--- config.mk ---
export PLATFORM = sky130hd
export DESIGN_NAME = hsv_color_filter_flat
export DESIGN_NICKNAME = d
export VERILOG_FILES = /design/src/rtl/hsv_filter_pkg.sv /design/src/rtl/hsv_color_filter_if.sv /design/src/rtl/hsv_window_compare.sv /design/src/rtl/hsv_color_filter.sv /design/src/flat_wrapper.sv
export SDC_FILE = /design/constraint.sdc
export NUM_CORES = 1
export LEC_CHECK = 0
export CAP_MARGIN = 10
export CORE_ASPECT_RATIO = 0.7
export CORE_MARGIN = 1.5
export CORE_UTILIZATION = 45
export DETAILED_ROUTE_END_ITERATION = 7
export HOLD_SLACK_MARGIN = 0.02
export PLACE_DENSITY_LB_ADDON = 0.25
export SLEW_MARGIN = 20
export SYNTH_ARGS = -nofsm -noshare
export SYNTH_HDL_FRONTEND = slang
export SYNTH_SLANG_ARGS = --single-unit
--- constraint.sdc ---
create_clock -name clock -period 2.67 [get_ports clock]
set_clock_uncertainty 0.15 [all_clocks]
set_input_delay 0.534 -clock clock [delete_from_list [all_inputs] [get_ports clock]]
set_output_delay 0.534 -clock clock [all_outputs]
set_load 0.03 [all_outputs]
--- src/rtl/hsv_filter_pkg.sv ---
// Shared types and constants for the HSV colour filter: FSM encoding, mask levels and
// default geometry/counter widths.
package hsv_filter_pkg;

    localparam int unsigned DEF_IMG_WIDTH  = 640;
    localparam int unsigned DEF_IMG_HEIGHT = 480;
    localparam int unsigned DEF_COORD_W    = 10;
    localparam int unsigned DEF_COUNT_W    = 19;

    localparam logic [7:0] MASK_ON  = 8'd255;
    localparam logic [7:0] MASK_OFF = 8'd0;

    typedef enum logic [0:0] {
        StIdle  = 1'b0,
        StFrame = 1'b1
    } state_e;

endpackage

--- src/rtl/hsv_color_filter_if.sv ---
// Pixel/config/statistics bundle between the RGB-to-HSV converter side and the filter.
// The slave modport is the filter's view; master is the producer/consumer view.
interface hsv_color_filter_if #(
    parameter int unsigned COORD_W = 10,
    parameter int unsigned COUNT_W = 19
);
    logic               in_valid;
    logic [7:0]         in_red;
    logic [7:0]         in_green;
    logic [7:0]         in_blue;
    logic [7:0]         in_hue;
    logic [7:0]         in_saturation;
    logic [7:0]         in_brightness;
    logic               in_visual;
    logic               in_done;
    logic [7:0]         cfg_hue_low;
    logic [7:0]         cfg_hue_high;
    logic [7:0]         cfg_sat_min;
    logic [7:0]         cfg_val_min;
    logic               out_valid;
    logic [7:0]         out_mask;
    logic [7:0]         out_red;
    logic [7:0]         out_green;
    logic [7:0]         out_blue;
    logic               out_visual;
    logic               out_done;
    logic               stats_valid;
    logic [COUNT_W-1:0] stats_count;
    logic               stats_empty;
    logic [COORD_W-1:0] stats_xmin;
    logic [COORD_W-1:0] stats_xmax;
    logic [COORD_W-1:0] stats_ymin;
    logic [COORD_W-1:0] stats_ymax;

    modport master (
        output in_valid, in_red, in_green, in_blue, in_hue, in_saturation, in_brightness,
        output in_visual, in_done, cfg_hue_low, cfg_hue_high, cfg_sat_min, cfg_val_min,
        input  out_valid, out_mask, out_red, out_green, out_blue, out_visual, out_done,
        input  stats_valid, stats_count, stats_empty, stats_xmin, stats_xmax, stats_ymin,
        input  stats_ymax
    );

    modport slave (
        input  in_valid, in_red, in_green, in_blue, in_hue, in_saturation, in_brightness,
        input  in_visual, in_done, cfg_hue_low, cfg_hue_high, cfg_sat_min, cfg_val_min,
        output out_valid, out_mask, out_red, out_green, out_blue, out_visual, out_done,
        output stats_valid, stats_count, stats_empty, stats_xmin, stats_xmax, stats_ymin,
        output stats_ymax
    );

endinterface

--- src/rtl/hsv_window_compare.sv ---
// Combinational HSV window test: inclusive hue window that may wrap past 255, plus
// inclusive minimum saturation and brightness.
module hsv_window_compare (
    input  logic [7:0] hue_i,
    input  logic [7:0] sat_i,
    input  logic [7:0] val_i,
    input  logic [7:0] hue_low_i,
    input  logic [7:0] hue_high_i,
    input  logic [7:0] sat_min_i,
    input  logic [7:0] val_min_i,
    output logic       hue_ok_o,
    output logic       sat_ok_o,
    output logic       val_ok_o
);

    always_comb begin
        if (hue_low_i <= hue_high_i) begin
            hue_ok_o = (hue_i >= hue_low_i) && (hue_i <= hue_high_i);
        end else begin
            // low > high: window wraps through 255/0
            hue_ok_o = (hue_i >= hue_low_i) || (hue_i <= hue_high_i);
        end
        sat_ok_o = (sat_i >= sat_min_i);
        val_ok_o = (val_i >= val_min_i);
    end

endmodule

--- src/rtl/hsv_color_filter.sv ---
// HSV colour filter: 2-stage mask pipeline with per-frame match count and bounding box.
// Optional HSV_FILTER_OVERLAY_EN blanks the RGB output of non-matching pixels.
module hsv_color_filter
    import hsv_filter_pkg::*;
#(
    parameter int unsigned IMG_WIDTH  = DEF_IMG_WIDTH,
    parameter int unsigned IMG_HEIGHT = DEF_IMG_HEIGHT,
    parameter int unsigned COORD_W    = DEF_COORD_W,
    parameter int unsigned COUNT_W    = DEF_COUNT_W
) (
    input logic               clock,
    input logic               reset_n,
    hsv_color_filter_if.slave bus
);

    localparam logic [COORD_W-1:0] X_LAST = COORD_W'(IMG_WIDTH - 1);
    localparam logic [COORD_W-1:0] Y_LAST = COORD_W'(IMG_HEIGHT - 1);

    state_e             state_q;
    logic [7:0]         hue_low_q, hue_high_q, sat_min_q, val_min_q;
    logic [7:0]         hue_low_e, hue_high_e, sat_min_e, val_min_e;
    logic [COORD_W-1:0] x_q, y_q;

    // In IDLE the live config applies, so a frame's first pixel sees the value being latched.
    assign hue_low_e  = (state_q == StIdle) ? bus.cfg_hue_low  : hue_low_q;
    assign hue_high_e = (state_q == StIdle) ? bus.cfg_hue_high : hue_high_q;
    assign sat_min_e  = (state_q == StIdle) ? bus.cfg_sat_min  : sat_min_q;
    assign val_min_e  = (state_q == StIdle) ? bus.cfg_val_min  : val_min_q;

    always_ff @(posedge clock) begin
        if (!reset_n) begin
            state_q    <= StIdle;
            hue_low_q  <= '0;
            hue_high_q <= '0;
            sat_min_q  <= '0;
            val_min_q  <= '0;
            x_q        <= '0;
            y_q        <= '0;
        end else begin
            if (state_q == StIdle) begin
                hue_low_q  <= bus.cfg_hue_low;
                hue_high_q <= bus.cfg_hue_high;
                sat_min_q  <= bus.cfg_sat_min;
                val_min_q  <= bus.cfg_val_min;
            end
            unique case (state_q)
                StIdle:  if (bus.in_valid && !bus.in_done) state_q <= StFrame;
                StFrame: if (bus.in_done) state_q <= StIdle;
                default: state_q <= StIdle;
            endcase
            if (bus.in_done) begin
                x_q <= '0;
                y_q <= '0;
            end else if (bus.in_valid) begin
                if (x_q == X_LAST) begin
                    x_q <= '0;
                    y_q <= (y_q == Y_LAST) ? '0 : y_q + 1'b1;
                end else begin
                    x_q <= x_q + 1'b1;
                end
            end
        end
    end

    logic hue_ok, sat_ok, val_ok;

    hsv_window_compare u_compare (
        .hue_i      (bus.in_hue),
        .sat_i      (bus.in_saturation),
        .val_i      (bus.in_brightness),
        .hue_low_i  (hue_low_e),
        .hue_high_i (hue_high_e),
        .sat_min_i  (sat_min_e),
        .val_min_i  (val_min_e),
        .hue_ok_o   (hue_ok),
        .sat_ok_o   (sat_ok),
        .val_ok_o   (val_ok)
    );

    logic               v1_q, hue_ok1_q, sat_ok1_q, val_ok1_q, vis1_q, done1_q;
    logic [7:0]         r1_q, g1_q, b1_q;
    logic [COORD_W-1:0] x1_q, y1_q;

    always_ff @(posedge clock) begin
        if (!reset_n) begin
            {v1_q, hue_ok1_q, sat_ok1_q, val_ok1_q, vis1_q, done1_q} <= '0;
            {r1_q, g1_q, b1_q} <= '0;
            x1_q <= '0;
            y1_q <= '0;
        end else begin
            v1_q      <= bus.in_valid;
            hue_ok1_q <= hue_ok;
            sat_ok1_q <= sat_ok;
            val_ok1_q <= val_ok;
            vis1_q    <= bus.in_visual;
            done1_q   <= bus.in_done;
            r1_q      <= bus.in_red;
            g1_q      <= bus.in_green;
            b1_q      <= bus.in_blue;
            x1_q      <= x_q;
            y1_q      <= y_q;
        end
    end

    logic               match;
    logic [COUNT_W-1:0] cnt_q, cnt_d;
    logic [COORD_W-1:0] xmin_q, xmax_q, ymin_q, ymax_q;
    logic [COORD_W-1:0] xmin_d, xmax_d, ymin_d, ymax_d;

    assign match = v1_q && hue_ok1_q && sat_ok1_q && val_ok1_q;

    // Accumulator values including the stage-2 pixel, so a pixel on in_done is counted.
    always_comb begin
        cnt_d  = cnt_q;
        xmin_d = xmin_q;
        xmax_d = xmax_q;
        ymin_d = ymin_q;
        ymax_d = ymax_q;
        if (match) begin
            if (cnt_q != '1) cnt_d = cnt_q + 1'b1;
            if (cnt_q == '0) begin
                xmin_d = x1_q;
                xmax_d = x1_q;
                ymin_d = y1_q;
                ymax_d = y1_q;
            end else begin
                if (x1_q < xmin_q) xmin_d = x1_q;
                if (x1_q > xmax_q) xmax_d = x1_q;
                if (y1_q < ymin_q) ymin_d = y1_q;
                if (y1_q > ymax_q) ymax_d = y1_q;
            end
        end
    end

    logic               out_valid_q, out_visual_q, out_done_q, stats_valid_q, stats_empty_q;
    logic [7:0]         out_mask_q, out_r_q, out_g_q, out_b_q;
    logic [COUNT_W-1:0] stats_count_q;
    logic [COORD_W-1:0] stats_xmin_q, stats_xmax_q, stats_ymin_q, stats_ymax_q;

    always_ff @(posedge clock) begin
        if (!reset_n) begin
            {out_valid_q, out_visual_q, out_done_q, stats_valid_q} <= '0;
            {out_mask_q, out_r_q, out_g_q, out_b_q} <= '0;
            stats_empty_q <= 1'b1;
            stats_count_q <= '0;
            {stats_xmin_q, stats_xmax_q, stats_ymin_q, stats_ymax_q} <= '0;
            cnt_q <= '0;
            {xmin_q, xmax_q, ymin_q, ymax_q} <= '0;
        end else begin
            out_valid_q   <= v1_q;
            out_mask_q    <= match ? MASK_ON : MASK_OFF;
`ifdef HSV_FILTER_OVERLAY_EN
            out_r_q       <= match ? r1_q : 8'd0;
            out_g_q       <= match ? g1_q : 8'd0;
            out_b_q       <= match ? b1_q : 8'd0;
`else
            out_r_q       <= r1_q;
            out_g_q       <= g1_q;
            out_b_q       <= b1_q;
`endif
            out_visual_q  <= vis1_q;
            out_done_q    <= done1_q;
            stats_valid_q <= done1_q;
            if (done1_q) begin
                stats_count_q <= cnt_d;
                stats_empty_q <= (cnt_d == '0);
                stats_xmin_q  <= (cnt_d == '0) ? '0 : xmin_d;
                stats_xmax_q  <= (cnt_d == '0) ? '0 : xmax_d;
                stats_ymin_q  <= (cnt_d == '0) ? '0 : ymin_d;
                stats_ymax_q  <= (cnt_d == '0) ? '0 : ymax_d;
                cnt_q <= '0;
                {xmin_q, xmax_q, ymin_q, ymax_q} <= '0;
            end else begin
                cnt_q  <= cnt_d;
                xmin_q <= xmin_d;
                xmax_q <= xmax_d;
                ymin_q <= ymin_d;
                ymax_q <= ymax_d;
            end
        end
    end

    assign bus.out_valid   = out_valid_q;
    assign bus.out_mask    = out_mask_q;
    assign bus.out_red     = out_r_q;
    assign bus.out_green   = out_g_q;
    assign bus.out_blue    = out_b_q;
    assign bus.out_visual  = out_visual_q;
    assign bus.out_done    = out_done_q;
    assign bus.stats_valid = stats_valid_q;
    assign bus.stats_count = stats_count_q;
    assign bus.stats_empty = stats_empty_q;
    assign bus.stats_xmin  = stats_xmin_q;
    assign bus.stats_xmax  = stats_xmax_q;
    assign bus.stats_ymin  = stats_ymin_q;
    assign bus.stats_ymax  = stats_ymax_q;

endmodule
--- src/flat_wrapper.sv ---
// flat-port wrapper written by rule: the top's interface ports become plain ports
module hsv_color_filter_flat import hsv_filter_pkg::*;
#(
    parameter int unsigned IMG_WIDTH  = DEF_IMG_WIDTH,
    parameter int unsigned IMG_HEIGHT = DEF_IMG_HEIGHT,
    parameter int unsigned COORD_W    = DEF_COORD_W,
    parameter int unsigned COUNT_W    = DEF_COUNT_W
)
  (clock, reset_n, bus_in_valid, bus_in_red, bus_in_green, bus_in_blue, bus_in_hue, bus_in_saturation, bus_in_brightness, bus_in_visual, bus_in_done, bus_cfg_hue_low, bus_cfg_hue_high, bus_cfg_sat_min, bus_cfg_val_min, bus_out_valid, bus_out_mask, bus_out_red, bus_out_green, bus_out_blue, bus_out_visual, bus_out_done, bus_stats_valid, bus_stats_count, bus_stats_empty, bus_stats_xmin, bus_stats_xmax, bus_stats_ymin, bus_stats_ymax);
  hsv_color_filter_if #(.COORD_W(COORD_W), .COUNT_W(COUNT_W)) bus_i ();
  input logic clock;
  input logic reset_n;
  input wire logic [$bits(bus_i.in_valid)-1:0] bus_in_valid;
  input wire logic [$bits(bus_i.in_red)-1:0] bus_in_red;
  input wire logic [$bits(bus_i.in_green)-1:0] bus_in_green;
  input wire logic [$bits(bus_i.in_blue)-1:0] bus_in_blue;
  input wire logic [$bits(bus_i.in_hue)-1:0] bus_in_hue;
  input wire logic [$bits(bus_i.in_saturation)-1:0] bus_in_saturation;
  input wire logic [$bits(bus_i.in_brightness)-1:0] bus_in_brightness;
  input wire logic [$bits(bus_i.in_visual)-1:0] bus_in_visual;
  input wire logic [$bits(bus_i.in_done)-1:0] bus_in_done;
  input wire logic [$bits(bus_i.cfg_hue_low)-1:0] bus_cfg_hue_low;
  input wire logic [$bits(bus_i.cfg_hue_high)-1:0] bus_cfg_hue_high;
  input wire logic [$bits(bus_i.cfg_sat_min)-1:0] bus_cfg_sat_min;
  input wire logic [$bits(bus_i.cfg_val_min)-1:0] bus_cfg_val_min;
  output wire logic [$bits(bus_i.out_valid)-1:0] bus_out_valid;
  output wire logic [$bits(bus_i.out_mask)-1:0] bus_out_mask;
  output wire logic [$bits(bus_i.out_red)-1:0] bus_out_red;
  output wire logic [$bits(bus_i.out_green)-1:0] bus_out_green;
  output wire logic [$bits(bus_i.out_blue)-1:0] bus_out_blue;
  output wire logic [$bits(bus_i.out_visual)-1:0] bus_out_visual;
  output wire logic [$bits(bus_i.out_done)-1:0] bus_out_done;
  output wire logic [$bits(bus_i.stats_valid)-1:0] bus_stats_valid;
  output wire logic [$bits(bus_i.stats_count)-1:0] bus_stats_count;
  output wire logic [$bits(bus_i.stats_empty)-1:0] bus_stats_empty;
  output wire logic [$bits(bus_i.stats_xmin)-1:0] bus_stats_xmin;
  output wire logic [$bits(bus_i.stats_xmax)-1:0] bus_stats_xmax;
  output wire logic [$bits(bus_i.stats_ymin)-1:0] bus_stats_ymin;
  output wire logic [$bits(bus_i.stats_ymax)-1:0] bus_stats_ymax;
  assign bus_i.in_valid = bus_in_valid;
  assign bus_i.in_red = bus_in_red;
  assign bus_i.in_green = bus_in_green;
  assign bus_i.in_blue = bus_in_blue;
  assign bus_i.in_hue = bus_in_hue;
  assign bus_i.in_saturation = bus_in_saturation;
  assign bus_i.in_brightness = bus_in_brightness;
  assign bus_i.in_visual = bus_in_visual;
  assign bus_i.in_done = bus_in_done;
  assign bus_i.cfg_hue_low = bus_cfg_hue_low;
  assign bus_i.cfg_hue_high = bus_cfg_hue_high;
  assign bus_i.cfg_sat_min = bus_cfg_sat_min;
  assign bus_i.cfg_val_min = bus_cfg_val_min;
  assign bus_out_valid = bus_i.out_valid;
  assign bus_out_mask = bus_i.out_mask;
  assign bus_out_red = bus_i.out_red;
  assign bus_out_green = bus_i.out_green;
  assign bus_out_blue = bus_i.out_blue;
  assign bus_out_visual = bus_i.out_visual;
  assign bus_out_done = bus_i.out_done;
  assign bus_stats_valid = bus_i.stats_valid;
  assign bus_stats_count = bus_i.stats_count;
  assign bus_stats_empty = bus_i.stats_empty;
  assign bus_stats_xmin = bus_i.stats_xmin;
  assign bus_stats_xmax = bus_i.stats_xmax;
  assign bus_stats_ymin = bus_i.stats_ymin;
  assign bus_stats_ymax = bus_i.stats_ymax;
  hsv_color_filter #(.IMG_WIDTH(IMG_WIDTH), .IMG_HEIGHT(IMG_HEIGHT), .COORD_W(COORD_W), .COUNT_W(COUNT_W)) u_core (.clock(clock), .reset_n(reset_n), .bus(bus_i));
endmodule
# Word-level counts from Yosys, hierarchy flattened
# Index checks and enable logic that the tools add are counted.
[totals] ff_bits=257 input_bits=85
[classes] n_addsub=3 order_cmp=9 eq_ne=3 n_mux=29 n_bitwise=2 n_reduce_logical=12
[op_table] cell="$mux 10" count=18
[op_table] cell="$mux 8" count=5
[op_table] cell="$logic_not 19->1" count=2
[op_table] cell="$mux 19" count=2
[op_table] cell="$ge 8x8->1" count=3
[op_table] cell="$add 10x1->10 const B" count=2
[op_table] cell="$gt 10x10->1" count=2
[op_table] cell="$lt 10x10->1" count=2
[op_table] cell="$add 19x1->19 const B" count=1
[op_table] cell="$ne 19x19->1 const B" count=1
[op_table] cell="$le 8x8->1" count=2
[op_table] cell="$eq 10x10->1 const B" count=1
[op_table] cell="$eq 10x9->1 const B" count=1
[op_table] cell="$logic_and 1x1->1" count=5
[op_table] cell="$reduce_or 2->1" count=2
[op_table] cell="$mux 1" count=3
[op_table] cell="$not 1->1" count=2
[op_table] cell="$pmux 1 s2" count=1
[op_table] cell="$reduce_and 2->1" count=1
[op_table] cell="$logic_not 1->1" count=1
[op_table] cell="$logic_or 1x1->1" count=1

# Depth between registers and ports, before layout
# Gate-level depths: netlist of the first run.
[logic_depth] ltp_word=6 depth_mapped=13 depth_no_buf=11

# Modules after synthesis
# Synthesis of the first run repeated with hierarchy kept, for this count alone.
[unflattened] hier_cells=1135 area_unflattened_um2=10975.5
[by_module_without_submodules] mod="hsv_color_filter" n_inst=1 cells_each=1013 area_per_inst_um2=10040.9 seq_area_each_um2=5004.8
[by_module_without_submodules] mod="hsv_window_compare" n_inst=1 cells_each=122 area_per_inst_um2=934.6 seq_area_each_um2=0.0

# Worst setup path after synthesis of the first run
# OpenSTA, ideal clock, no wires.
[synth_path] kind="reg2reg" start="register u_core.state_q" end="register u_core.hue_ok1_q" setup_time_ns=0.115 arrival_time_ns=2.673 slack_ns=-0.267 path_stages_with_launch=14 cell_sequence="dfxtp_1 clkbuf_1 buf_1 mux2i_1 inv_1 ha_1 nand2b_1 a21oi_1 nor2b_1 o21ai_0 a21oi_1 o41ai_1 a21oi_1 o21a_1"
[synth_via] elab_chain_cells=4 elab_cells_between_ends=8
[synth_rtl] item="start, declared" line_no="hsv_color_filter.sv:19" rtl="state_e state_q;"
[synth_rtl] item="start signal, assigned" line_no="hsv_color_filter.sv:32" rtl="state_q <= StIdle;"
[synth_rtl] item="start signal, assigned" line_no="hsv_color_filter.sv:47" rtl="StIdle: if (bus.in_valid && !bus.in_done) state_q <= StFrame;"
[synth_rtl] item="start signal, assigned" line_no="hsv_color_filter.sv:48" rtl="StFrame: if (bus.in_done) state_q <= StIdle;"
[synth_rtl] item="$mux 8 *" line_no="hsv_color_filter.sv:25" rtl="assign hue_low_e = (state_q == StIdle) ? bus.cfg_hue_low : hue_low_q;"
[synth_rtl] item="named net u_core.hue_low_e[0]" line_no="hsv_color_filter.sv:21" rtl="logic [7:0] hue_low_e, hue_high_e, sat_min_e, val_min_e;"
[synth_rtl] item="$ge 8x8->1" line_no="hsv_window_compare.sv:18, hsv_window_compare.sv:21"
[synth_rtl] item="$logic_or 1x1->1 or $logic_and 1x1->1 (tied branches)" line_no="hsv_window_compare.sv:21, hsv_window_compare.sv:18"
[synth_rtl] item="$mux 1 *" line_no="hsv_window_compare.sv:17" rtl="if (hue_low_i <= hue_high_i) begin"
[synth_rtl] item="end signal, assigned" line_no="hsv_color_filter.sv:92" rtl="hue_ok1_q <= hue_ok;"
[synth_rtl] item="end, declared" line_no="hsv_color_filter.sv:80" rtl="logic v1_q, hue_ok1_q, sat_ok1_q, val_ok1_q, vis1_q, done1_q;"
# Mark *: on every way through the listed nets, which the timed path passes. The rest lies on a longest branch.
# A chain may end at the register's enable or synchronous reset.

# Final worst setup path of the first run
[layout_path] start="register u_core.cnt_q[0]" end="register u_core.stats_xmax_q[4] (netlist: u_core.bus.stats_xmax[4])"
[layout_via] elab_chain_cells=5 elab_cells_between_ends=9
[layout_rtl] item="start, declared" line_no="hsv_color_filter.sv:106" rtl="logic [COUNT_W-1:0] cnt_q, cnt_d;"
[layout_rtl] item="start signal, assigned" line_no="hsv_color_filter.sv:174" rtl="cnt_q <= cnt_d;"
[layout_rtl] item="$add 19x1->19 or $ne 19x19->1 (tied branches)" line_no="hsv_color_filter.sv:120" rtl="if (cnt_q != '1) cnt_d = cnt_q + 1'b1;"
[layout_rtl] item="$mux 19" line_no="hsv_color_filter.sv:120"
[layout_rtl] item="$mux 19" line_no="hsv_color_filter.sv:119" rtl="if (match) begin"
[layout_rtl] item="$logic_not 19->1" line_no="hsv_color_filter.sv:168" rtl="stats_xmax_q <= (cnt_d == '0) ? '0 : xmax_d;"
[layout_rtl] item="$mux 10 *" line_no="hsv_color_filter.sv:168"
[layout_rtl] item="end signal, assigned" line_no="hsv_color_filter.sv:168"
[layout_rtl] item="end, declared" line_no="hsv_color_filter.sv:138" rtl="logic [COORD_W-1:0] stats_xmin_q, stats_xmax_q, stats_ymin_q, stats_ymax_q;"
# Every way passes the cells marked *; elsewhere a longest branch is shown, timed or not.

==> results.md, run 1 <==
- Largest net degree at the start of global routing: between 100 and 150
- Combinational Power Share: 7.7%
- Clock Sinks: 250
- Cells along the critical path: buf_6, and3_4, and3_4, o2111ai_1, xor2_1, nand2_1, or4_4, o21ai_4, buf_6, buf_12, o21ai_2
- Number of cell rows: 46
- Io pins: ~180
- TritonCTS Buffers: 25
- FFs w/ async S/R, synth: 0%
- Peak VDD IR: 0.000419 V
- Switching power: 1.81 mW
- Vias per Instance: 4.95
- Layout Utilization: 63.6%
- Register area share after synthesis: 47.1%
- CTS tree: done
- Setup crit start kind: register
- Min Clock Period, post-route: 2.84 ns
- Critical path's top delay family: simple AND/OR/NAND/NOR gates
- RSZ-0062 raised after global routing: true
- Final hold vios: 0
- Layout Nets: approximately 1,500
- DRC viols: 0
- Overall power: around 8.0 mW
- F_max: between 300 and 400 MHz
- Die extent in y: 132 microns
- CTS clock-pin slew for the worst setup and hold paths: approximately 0.060 ns
- Root Driver: clkbuf_16
- WP data arrival: 3.09 ns
- Reg power frac: 48.2%
- Area contributors post-synth: dfxtp_1, ha_1, mux2i_1, and2_1, nor2_1
- WP buf/inv: 3
- Synthesized cell area: 10,600 sq um
- First-pass GRT wire length: between 40 and 50 mm
- Area fraction of the dominant cell type after synthesis: approximately 47%
- Yosys reg bits: 250
- Pwr/cell area: 547 nW/um^2
- Status: finished with violations
- Fillers: roughly 2,000
- Crit-path slowest cell: or4_4
- WL final: 25.4 mm
- Placer Congestion: 0.948
- Die ar.: between 20,000 and 25,000 sq um
- Final worst slack: -0.169 ns
- Final setup vio count: 40
- Via count: 8,413
- Netlist cell types: 55
- H-tree depth: 1
- Synth area leader: dfxtp_1
- Fin. max-slew vios: 0
- Initial antenna violation count: 0
- Critical Path RT: 2.92 ns
- Worst hold path type: in -> reg
- Number of synthesized flops with an enable pin: 0
- Max Root-Sink Buffers: 3
- Crit path largest cell delay: 0.58 ns
- Avg WL per Cell: 14.9 microns
- Area delta synth->final: 37.1%
- Worst slack at placement: -0.282 ns
- Worst slew pin tran: 0.544 ns
- DP HPWL: 18.0 mm
- CP endpoint kind: register
- Leak: approximately 6.0 nW
- Synthesized instance count: 1,110
- Failing checks: setup timing
- Clk_lat worst skew: 0.53 ns
- Core Region: 22,900 sq um
- PortBufs: 180
- Total gr overflow: 0
- Drt pass-1 iters: 5
- CP max FO: 6
- Total Routing Usage GR: between 10% and 20%
- Switching share of total power: 22.6%
- Final period utilization: 106%
- WS Path Type: reg -> reg
- Main synth FF type: dfxtp_1
- Setup slack, reg-to-reg: -0.17 ns
- Initial DRC Count: 377
- Clock share of power: 44.0%
- Starting Density: 46.4%
- Max_slew headroom: between 60% and 70%
- Proportion of layout cells with a drive suffix above 1: 18.3%
- Mean Syn Cell Area: about 9.6 sq um
- Internal cell power: 6.16 mW
- Die X: 187 microns
- N_diodes: 0
- Hold_ws: 0.230 ns
- Post-route antenna net violation count: 0
- Number of global-route vias before repair: 8,082
- Syn_nets: 1,277
- Ys Warns: 0
- Max cap viols: 0
-- power groups by stage --
stage | combinational (mW) | clock, mW | sequential [mW]
floorplan | 0.289 | 0 | 3.96
global placement | 0.600 | 0 | 3.92
detailed placement | 0.613 | 0 | 3.93
CTS | 0.617 | 3.60 | 3.84
global route | 0.684 | 3.74 | 3.85
finish | 0.617 | 3.51 | 3.84
-- final cells by class --
type,instances,area (sq um),share of cell area (%)
repair buffers,290,2760,19.0
flip-flops and latches,250,5010,34.4
multi-input cells,747,5370,36.9
inverters,58,218,1.49
clock buffers,33,696,4.77
well taps,312,390,2.68
clock inverters,11,124,0.850
-- routing by layer --
| metal | GRT usage (%) | vias to the layer above | wire (microns) |
|---|---|---|---|
| met1 | 28.3 | 3914 | 12700 |
| met5 | 0 | - | 0 |
| met4 | 4.44 | 0 | 445 |
| met2 | 31.5 | 181 | 10900 |
| li1 | - | 4286 | - |
| met3 | 3.77 | 32 | 1310 |
-- cell usage after synthesis (5+ instances only) --
library cell / number
nor3_1: 5
inv_1: 58
xnor2_1: 7
a21oi_1: 41
nor2_1: 118
mux2i_1: 58
buf_6: 5
xor2_1: 18
nand4_1: 17
nand2_1: 82
nor4_1: 7
dfxtp_1: 250
nand3_1: 18
buf_1: 7
ha_1: 82
clkbuf_1: 31
o21ai_0: 37
a21o_1: 24
nor2b_1: 36
and2_1: 79
buf_4: 8
nand2b_1: 11
and3_1: 7
o21ai_2: 40
o211a_1: 8
-- cells in the final DEF, fill, tap and decap left out, types with 32 or more instances in the layout --
cell type and count:
ha_1 81, dfxtp_1 244, nor2_1 115, o21ai_0 37, nand2_1 80, o21ai_2 40
mux2i_1 52, inv_1 58, clkdlybuf4s50_1 179, and2_1 78, nor2b_1 35, a21oi_1 32
buf_4 94
-- metrics by stage --
stage | TNS (ns) | area, sq um | std cells
4_1_cts | -3.01 | 14400 | 1696
3_5_place_dp | -10.14 | 13400 | 1644
3_3_place_gp | -10.93 | 13400 | 1644
2_1_floorplan | -0.0517 | 10700 | 1110
6_report | -5.95 | 14600 | 1701
5_1_grt | -8.78 | 14600 | 1701
-- repair_timing --
action	4_1_cts	5_1_grt
pin swaps	1	12
cloned	1	2
hold buffers	0	0
setup buffers	7	4
endpoints found under the setup margin	41	81
hold endpoints to repair	0	0
gates resized for setup	30	34
-- worst paths after layout --
| path | start | end | cells after the start |
|---|---|---|---|
| worst max-delay path | u_core.cnt_q[0] | u_core.bus.stats_xmax[4] | 11 |
| worst min-delay path | reset_n | u_core.bus.stats_empty | 2 |
| worst max register to register | u_core.cnt_q[0] | u_core.bus.stats_xmax[4] | 11 |
| worst min register to register | u_core.b1_q[4] | u_core.bus.out_blue[4] | 1 |
-- kinds of logic (layout without fill, tap and decap cells) --
logic type      after synthesis  in the layout  share of synthesized area, %
compound gates              180            180                          11.8
xor+xnor                     25             25                          2.06
fa+ha+maj                    82             82                          9.65
buf+inv                     113            392                          4.67
flops                       250            250                          47.1
mux                          61             61                          5.78
simple gates                399            399                          19.0
(Power assumes the default switching activity.)
==> inputs of run 2 (changes only) <==
--- a/config.mk
+++ b/config.mk
@@ -12,7 +12,7 @@
 export DETAILED_ROUTE_END_ITERATION = 7
 export HOLD_SLACK_MARGIN = 0.02
 export PLACE_DENSITY_LB_ADDON = 0.25
-export SLEW_MARGIN = 20
+export SLEW_MARGIN = 30
 export SYNTH_ARGS = -nofsm -noshare
 export SYNTH_HDL_FRONTEND = slang
 export SYNTH_SLANG_ARGS = --single-unit
==> results of run 2 <==
Same layout as run 1: the final DEF is identical, and so are final timing and power.
